$ cat config.mk
export PLATFORM = sky130hd
export DESIGN_NAME = alu_mc
export DESIGN_NICKNAME = d
export VERILOG_FILES = /design/src/rtl/alu_pkg.sv /design/src/rtl/alu_muldiv_iter.sv /design/src/rtl/alu_mc.sv
export SDC_FILE = /design/constraint.sdc
export NUM_CORES = 1
export LEC_CHECK = 0
export CORE_ASPECT_RATIO = 1.75
export CORE_MARGIN = 2
export CORE_UTILIZATION = 62
export CTS_CLUSTER_DIAMETER = 30
export DETAILED_ROUTE_END_ITERATION = 7
export GPL_TIMING_DRIVEN = 0
export HOLD_SLACK_MARGIN = 0.06
export PLACE_DENSITY = 0.82
export SLEW_MARGIN = 0
export SYNTH_ARGS = -nofsm -noshare
export SYNTH_HDL_FRONTEND = slang
export SYNTH_SLANG_ARGS = --single-unit
$ cat constraint.sdc
create_clock -name clk -period 4.6 [get_ports clk]
set_clock_uncertainty 0.15 [all_clocks]
set_input_delay 0.69 -clock clk [delete_from_list [all_inputs] [get_ports clk]]
set_output_delay 0.69 -clock clk [all_outputs]
set_load 0.01 [all_outputs]
$ cat src/rtl/alu_pkg.sv
// alu_pkg: opcodes, FSM state encoding and flag bundle shared by the multi-cycle ALU
package alu_pkg;
   localparam logic [3:0] OP_AND  = 4'b0000;
   localparam logic [3:0] OP_OR   = 4'b0001;
   localparam logic [3:0] OP_ADD  = 4'b0010;
   localparam logic [3:0] OP_XOR  = 4'b0011;
   localparam logic [3:0] OP_SUB  = 4'b0100;
   localparam logic [3:0] OP_SLL  = 4'b0101;
   localparam logic [3:0] OP_SRL  = 4'b0110;
   localparam logic [3:0] OP_SRA  = 4'b0111;
   localparam logic [3:0] OP_SLT  = 4'b1000;
   localparam logic [3:0] OP_SLTU = 4'b1001;
   localparam logic [3:0] OP_MUL  = 4'b1010;
   localparam logic [3:0] OP_DIVU = 4'b1100;
   localparam logic [3:0] OP_REMU = 4'b1101;

   typedef logic [1:0] state_t;
   localparam state_t S_IDLE = 2'd0;
   localparam state_t S_BUSY = 2'd1;
   localparam state_t S_DONE = 2'd2;

   typedef struct packed {
      logic zero;
      logic negative;
      logic carry;
      logic overflow;
      logic illegal;
   } flags_t;

   function automatic logic is_iter(input logic [3:0] op);
      return op == OP_MUL || op == OP_DIVU || op == OP_REMU;
   endfunction
endpackage

$ cat src/rtl/alu_muldiv_iter.sv
// alu_muldiv_iter: shift-add multiplier and restoring divider, one bit per cycle for WIDTH cycles
module alu_muldiv_iter
   import alu_pkg::*;
#(
   parameter int WIDTH = 32
) (
   input  logic             clk,
   input  logic             rst_n,
   input  logic             start,
   input  logic [3:0]       op,
   input  logic [WIDTH-1:0] a,
   input  logic [WIDTH-1:0] b,
   output logic             done,
   output logic [WIDTH-1:0] result
);
   localparam int CW = $clog2(WIDTH);
   logic             busy;
   logic [CW-1:0]    cnt;
   logic [3:0]       op_q;
   logic [WIDTH-1:0] acc, q, d, acc_n, q_n, d_n;
   logic [WIDTH:0]   shifted;
   logic             ge, is_mul;
   // acc: product (MUL) or partial remainder (DIV); q: multiplier or dividend/quotient; d: multiplicand or divisor
   always_comb begin
      is_mul  = op_q == OP_MUL;
      shifted = {acc, q[WIDTH-1]};
      ge      = shifted >= {1'b0, d};
      acc_n   = is_mul ? acc + (q[0] ? d : '0) : (ge ? shifted[WIDTH-1:0] - d : shifted[WIDTH-1:0]);
      q_n     = is_mul ? q >> 1 : {q[WIDTH-2:0], ge};
      d_n     = is_mul ? d << 1 : d;
   end
   // the final step is presented combinationally so the caller latches it on the WIDTH-th edge
   assign done   = busy && cnt == CW'(WIDTH - 1);
   assign result = op_q == OP_DIVU ? q_n : acc_n;
   always_ff @(posedge clk or negedge rst_n) begin
      if (!rst_n) begin
         busy <= 1'b0;
         cnt  <= '0;
         op_q <= '0;
         acc  <= '0;
         q    <= '0;
         d    <= '0;
      end else if (start) begin
         busy <= 1'b1;
         cnt  <= '0;
         op_q <= op;
         acc  <= '0;
         q    <= op == OP_MUL ? b : a;
         d    <= op == OP_MUL ? a : b;
      end else if (busy) begin
         busy <= !done;
         cnt  <= cnt + 1'b1;
         acc  <= acc_n;
         q    <= q_n;
         d    <= d_n;
      end
   end
endmodule

$ cat src/rtl/alu_mc.sv
// alu_mc: multi-cycle ALU with valid/ready handshake; single-cycle ops resolve at accept,
// MUL/DIVU/REMU run on the iterative engine for WIDTH cycles.
module alu_mc
   import alu_pkg::*;
#(
   parameter int WIDTH = 32
) (
   input  logic             clk,
   input  logic             rst_n,
   input  logic [WIDTH-1:0] a,
   input  logic [WIDTH-1:0] b,
   input  logic [3:0]       alu_control,
   input  logic             in_valid,
   output logic             in_ready,
   output logic [WIDTH-1:0] alu_result,
   output logic             zero,
   output logic             negative,
   output logic             carry,
   output logic             overflow,
   output logic             illegal,
   output logic             out_valid,
   input  logic             out_ready
);
   localparam int SW = $clog2(WIDTH);
   state_t           state;
   flags_t           flg, fl_c, md_fl;
   logic             rdy_en, accept, md_done;
   logic [WIDTH-1:0] res_c, md_result;
   logic [WIDTH:0]   sum, dif;
   logic [SW-1:0]    sh;
   always_comb begin
      sh    = b[SW-1:0];
      sum   = {1'b0, a} + {1'b0, b};
      dif   = {1'b0, a} - {1'b0, b};
      res_c = '0;
      fl_c  = '0;
      case (alu_control)
         OP_AND:  res_c = a & b;
         OP_OR:   res_c = a | b;
         OP_XOR:  res_c = a ^ b;
         OP_ADD: begin
            res_c         = sum[WIDTH-1:0];
            fl_c.carry    = sum[WIDTH];
            fl_c.overflow = a[WIDTH-1] == b[WIDTH-1] && sum[WIDTH-1] != a[WIDTH-1];
         end
         OP_SUB: begin
            res_c         = dif[WIDTH-1:0];
            fl_c.carry    = !dif[WIDTH];
            fl_c.overflow = a[WIDTH-1] != b[WIDTH-1] && dif[WIDTH-1] != a[WIDTH-1];
         end
         OP_SLL:  res_c = a << sh;
         OP_SRL:  res_c = a >> sh;
         OP_SRA:  res_c = $signed(a) >>> sh;
         OP_SLT:  res_c = {{(WIDTH-1){1'b0}}, $signed(a) < $signed(b)};
         OP_SLTU: res_c = {{(WIDTH-1){1'b0}}, a < b};
         default: fl_c.illegal = !is_iter(alu_control);
      endcase
      fl_c.zero         = res_c == '0;
      fl_c.negative     = res_c[WIDTH-1];
      md_fl             = '0;
      md_fl.zero        = md_result == '0;
      md_fl.negative    = md_result[WIDTH-1];
   end
   // rdy_en keeps in_ready low during reset and for the edge that releases it
   assign in_ready  = state == S_IDLE && rdy_en;
   assign out_valid = state == S_DONE;
   assign accept    = in_valid && in_ready;
   assign {zero, negative, carry, overflow, illegal} = flg;
   alu_muldiv_iter #(.WIDTH(WIDTH)) u_iter (
      .clk    (clk),
      .rst_n  (rst_n),
      .start  (accept && is_iter(alu_control)),
      .op     (alu_control),
      .a      (a),
      .b      (b),
      .done   (md_done),
      .result (md_result)
   );
   always_ff @(posedge clk or negedge rst_n) begin
      if (!rst_n) begin
         state      <= S_IDLE;
         rdy_en     <= 1'b0;
         alu_result <= '0;
         flg        <= '0;
      end else begin
         rdy_en <= 1'b1;
         case (state)
            S_IDLE: if (accept) begin
               state <= is_iter(alu_control) ? S_BUSY : S_DONE;
               if (!is_iter(alu_control)) begin
                  alu_result <= res_c;
                  flg        <= fl_c;
               end
            end
            S_BUSY: if (md_done) begin
               state      <= S_DONE;
               alu_result <= md_result;
               flg        <= md_fl;
            end
            S_DONE: if (out_ready) state <= S_IDLE;
            default: state <= S_IDLE;
         endcase
      end
   end
endmodule

==> metrics.cfg, run 1 <==
[run_status]
status = stopped before the end
stop_stage = global routing (5_1_grt)
firstError = [ERROR GRT-0116] Global routing finished with congestion. Check the congestion regions in the DRC Viewer.

[global_route]
overflow = 1062
grt_first_pass_wirelength_um = 220000
grt_max_degree = 83
grtUsageTotal_pct = 76.2
grt_pass1_vias = 31602

[synth]
synth_compound_area_share_pct = 29.5
synth-edff-count = 0
syn_inst = 3063
synthXorXnorAreaFrac_pct = 2.14
synth_cell_types = 100
synth_fp_nets = 3312
yosys.area_share.simple_pct = 23.6
async_reset_ff_share_pct = 100
ys_ff_latch = 145
syn_area_per_cell_um2 = 7.20
ys_warn_count = 0
synthAdderAreaFrac_pct = 10.2
synth_top_family_by_area = compound AO/OA/AOI/OAI gates
seq_area_frac_synth_pct = 16.4
synthMuxAreaShare_pct = 10.9
syn_area_um2 = 22100
synth_top_flop_cell = dfrtp_1

[die]
num_rows = 91
ios = 111
start_util_pct = 62.7
dieHeight_um = 254
dieWidth_um = 147

[placed_design]
place_hpwl_um = 91900
dpl.cell_count = 3639
dpl_worst_slack_ns = -2.42
routabilityCongestion = 1.55
port_buffers = 109

[clocking]
cts_buffer_depth = 2
cts.sinks = 145
htreeDepth = 4
holdBufCountCts = 0
cts_made_buffers = 17
clk_root_buffer_cell = clkbuf_16

## routing by layer
| layer | global-route usage (%) | GRT overflow |
|---|---|---|
| met4 | 80.2 | 295 |
| met5 | 17.0 | 0 |
| met2 | 100 | 740 |
| met1 | 73.0 | 8 |
| met3 | 54.1 | 19 |
## synthesized netlist by cell type (all sizes together) (10+ instances only)
master,n,share of area (%)
nand3,78,1.8
xnor2,34,1.3
and2,50,1.4
o21a,21,0.71
o22ai,24,0.68
nand4,32,0.91
dfrtp,145,16
a221oi,19,0.78
a211o,17,0.67
or2,12,0.34
a311oi,11,0.44
clkbuf,193,3.3
or4,10,0.36
nand2b,33,0.94
o31ai,20,0.68
or3,14,0.40
nor2,297,5.1
nand2,422,7.2
a21oi,250,5.7
ha,173,9.8
nor4,30,0.88
a211oi,61,2.1
o221ai,21,0.83
buf,52,1.2
o21bai,10,0.34
o2111ai,12,0.48
nor3,45,1.0
o211ai,73,2.5
inv,156,2.7
a221o,16,0.73
nor2b,29,0.82
a21o,37,1.3
a31oi,69,2.0
a22oi,15,0.51
o21ai,219,5.0
and3,23,0.65
xor2,20,0.79
mux2i,100,4.6
mux4,50,5.2
mux2,23,1.2
## through the flow
step                area, um2  setup TNS (ns)
CTS                     25200               0
floorplan               22100               0
detailed placement      23800          -49.27
global placement        23800         -479.30
## timing repair
action	in CTS
setup endpoints to repair	42
resized for setup	220
pin swaps	29
buffers inserted	12
## cell families after synthesis
family | count (synthesis)
XOR/XNOR | 54
buffers and inverters | 402
adder cells (fa/ha/maj) | 177
other | 1
flip-flops | 145
AND/OR/NAND/NOR | 1120
AO/OA/AOI/OAI | 991
multiplexers | 173
==> run 2, diff against run 1 <==
--- a/config.mk
+++ b/config.mk
@@ -5,14 +5,11 @@
 export SDC_FILE = /design/constraint.sdc
 export NUM_CORES = 1
 export LEC_CHECK = 0
-export CORE_ASPECT_RATIO = 1.75
 export CORE_MARGIN = 2
-export CORE_UTILIZATION = 62
-export CTS_CLUSTER_DIAMETER = 30
+export CORE_UTILIZATION = 40
 export DETAILED_ROUTE_END_ITERATION = 7
 export GPL_TIMING_DRIVEN = 0
-export HOLD_SLACK_MARGIN = 0.06
-export PLACE_DENSITY = 0.82
+export PLACE_DENSITY_LB_ADDON = 0.15
 export SLEW_MARGIN = 0
 export SYNTH_ARGS = -nofsm -noshare
 export SYNTH_HDL_FRONTEND = slang
==> run 2 against run 1 <==
  * The flow now finishes, with violations (max-capacitance violations, max-slew violations, negative setup slack)
  * Synthesized area unchanged
  * Synthesized cell count is the same
==> metrics.cfg, run 2 <==
[run_status]
status = finished with violations
violations = max-capacitance violations, max-slew violations, negative setup slack

[min_path]
hold_class = in2async

[die]
num_rows = 86  ; -5.5%
ios = 111  ; unchanged
core-area_um2 = 54800
dieWidth_um = 239  ; +63%
dieArea_um2 = 57000
dieHeight_um = 239  ; -5.8%
start_util_pct = 40.3  ; -22 points

[timing]
layout_setup_ws_ns = -0.180
max_slew_margin_pct = -10.9
max_freq_ghz = 0.209
setup_viol = 2
drv_slew = 4
rsz0062_at_grt = true
fin_crit_sh_pct = 104
worstMarginPinSlew_ns = 1.65
post-route-min-period_ns = 4.78
final_hold_viol_count = 0

[placed_design]
routabilityCongestion = 1.15  ; -26%
placed_area_um2 = 24100  ; +1.3%
place_hpwl_um = 108000  ; +18%
port_buffers = 109  ; unchanged

[finish]
ff_latch_area_um2 = 3630
layout_commonest_cell = nand2_1
layout.nets = 3501
final_core_util_pct = 49.4
finalInstanceArea_um2 = 27000
fillCellCount = 5476
drive_gt1_share_pct = 16.5
syn_to_final_growth_pct = 22.6
multi_input_area_um2 = 18200
final_cell_mix = nand2_1 (416), nor2_1 (287), a21oi_1 (230), o21ai_0 (198), ha_1 (150)

[power_and_ir_drop]
pwr-share-comb_pct = 78.3
p_seq_share_pct = 13.7
fin_total_pwr_uw = 19500
internal-power_uw = 8260
power_density_nw_per_um2 = 721
p_switching_uw = 11200
swShare_pct = 57.6
ir_worst_vdd_mv = 0.472
p_leak_uw = 0.0116
clock_power_share_pct = 8.0

[global_route]
grtUsageTotal_pct = 47.4
grt_first_pass_wirelength_um = 193000
grt_pass1_vias = 26422
overflow = 0
met2_usage_pct = 74.5
met1_usage_pct = 53.3
grt_max_degree = 76
busiest_layer = met2
antenna_found_initial = 4
met3_usage_pct = 13.3

[critical_path]
critical_path_arrival_ns = 5.04
endpoint_kind = flip-flop
r2r_slack_ns = -0.18
startpoint_type = flip-flop
worstPathMaxFanout = 10
r2r_end = zero
crit_required_ns = 4.86
rr_startpoint = u_iter.q[0]
crit_start = u_iter.q[0]
reg2reg_depth = 15
critical_path_class = reg2reg

[synth]
synth_top_area_cell = dfrtp_1
ys_top_cells_by_count = nand2_1 (422), nor2_1 (297), a21oi_1 (250), o21ai_0 (213), clkbuf_1 (193)
ys_warn_count = 0  ; unchanged
synth_top_flop_cell = dfrtp_1
syn_area_per_cell_um2 = 7.20  ; unchanged
synth-edff-count = 0  ; unchanged
yosysMostFrequentCell = nand2_1
async_reset_ff_share_pct = 100  ; unchanged
syn_inst = 3063  ; unchanged
netlist.area_leader.share_pct = 16.4  ; unchanged
ys_ff_latch = 145  ; unchanged
synth_cell_types = 100  ; unchanged
synth_fp_nets = 3312  ; unchanged
seq_area_frac_synth_pct = 16.4  ; unchanged
syn_area_um2 = 22100  ; unchanged
synth.area.top_cells = dfrtp_1 (16%), ha_1 (9.8%), nand2_1 (7.2%)

[clocking]
cts.sinks = 145  ; unchanged
clock_latency_ns = 0.47
cts_made_buffers = 17  ; unchanged
holdBufCountCts = 0  ; unchanged
clk_root_buffer_cell = clkbuf_16
cts_buffer_depth = 2  ; unchanged
htreeDepth = 4  ; unchanged
path_clk_slew_ns = 0.08
cts_tree = built

[drt]
wl_per_cell_um = 34.8
viasPerCell = 7.00
drc_errors = 0
dr.pass1.iters = 5
ant_nets = 0
drt_wl_total_um = 138000
route.vias.total = 27813
drt_iter0_drc = 3480

[job]
drv_cap = 1

==> run 2: cell counts after synthesis <==
Identical to the previous run, type by type.
==> run 2: layout make-up <==
| cell class | instances | area share [%] |
|---|---|---|
| Sequential cell | 145 | 13.4 |
| Timing Repair Buffer | 184 | 6.21 |
| Clock buffer | 17 | 1.57 |
| Buffer | 231 | 5.30 |
| Antenna cell | 2 | 0.0185 |
| Multi-Input combinational cell | 2516 | 67.1 |
| Inverter | 157 | 2.28 |
| Tap cell | 704 | 3.26 |
| Clock inverter | 15 | 0.810 |
==> run 2: worst max-delay path by stage <==
stage | cells past startpoint | end
global placement | 1 | u_iter.acc[7]
detailed placement | 19 | zero
global route | 18 | zero
CTS | 17 | zero
finish | 15 | zero
floorplan | 19 | zero
==> run 2: power groups by stage <==
stage	Sequential [uW]	Clock (uW)	Combinational [uW]
5_1_grt	2710	1590	15900
3_3_place_gp	2610	0	12300
6_report	2680	1560	15300
4_1_cts	2620	1540	13700
2_1_floorplan	2340	0	8030
3_5_place_dp	2610	0	12400
==> run 2: cell families after synthesis <==
family | synth area share [%]
other cells | 0.0170
flops | 16.4
simple gates | 23.6
fa+ha+maj | 10.2
buf+inv | 7.18
compound gates | 29.5
mux | 10.9
xor+xnor | 2.14
==> run 2: what timing repair did <==
item,4_1_cts,5_1_grt
gates resized for setup,354,220
setup buffers,39,34
pin swaps,47,47
setup endpoints to repair,59,17
==> run 2: routing by layer <==
layer | wire [um] | share of wire, %
met2 | 60000 | 43
met3 | 15400 | 11
met4 | 14800 | 11
met1 | 48200 | 35
met5 | 13 | 0.0094
==> run 2: metrics by stage <==
step	hold slack [ns]	setup WS, ns	cells	setup TNS [ns]
after floorplan	0.244	0.0121	3063	0
final	0.0938	-0.180	3971	-0.225
after CTS	0.119	-0.0197	3939	-0.0197
after global placement	0.314	-3.52	3876	-590.83
after global routing	0.154	-0.123	3970	-0.123
after detailed placement	0.320	-3.18	3878	-72.60
==> run 2: critical path, cell delays in order (launching register included) <==
cell       delay (ns)
dfrtp_2          0.50
clkbuf_8         0.22
and2_1           0.17
ha_2             0.37
a2111oi_2        0.47
o221ai_2         0.22
nand2_1          0.22
nand2_1          0.09
xor2_1           0.18
o22ai_1          0.54
o21ai_0          0.27
a311oi_1         0.38
nand4_1          0.22
nor4_4           0.36
nand4_1          0.24
nand3_1          0.13
Power figures use the tool's default switching activity.
==> run 3, diff against run 2 <==
--- a/config.mk
+++ b/config.mk
@@ -7,6 +7,7 @@
 export LEC_CHECK = 0
 export CORE_MARGIN = 2
 export CORE_UTILIZATION = 40
+export CTS_CLUSTER_DIAMETER = 60
 export DETAILED_ROUTE_END_ITERATION = 7
 export GPL_TIMING_DRIVEN = 0
 export PLACE_DENSITY_LB_ADDON = 0.15
==> constraint.sdc (replaced) <==
create_clock -name clk -period 4.6 [get_ports clk]
set_clock_uncertainty 0.15 [all_clocks]
set_input_delay 0.69 -clock clk [delete_from_list [all_inputs] [get_ports clk]]
set_output_delay 0.69 -clock clk [all_outputs]
set_load 0.05 [all_outputs]
==> results of run 3 <==
Same layout as run 2 (identical final DEF). Status: finished with violations: max-capacitance violations, max-slew violations, negative setup slack.
Among the figures that moved: total power 19500 uW -> 19800 uW
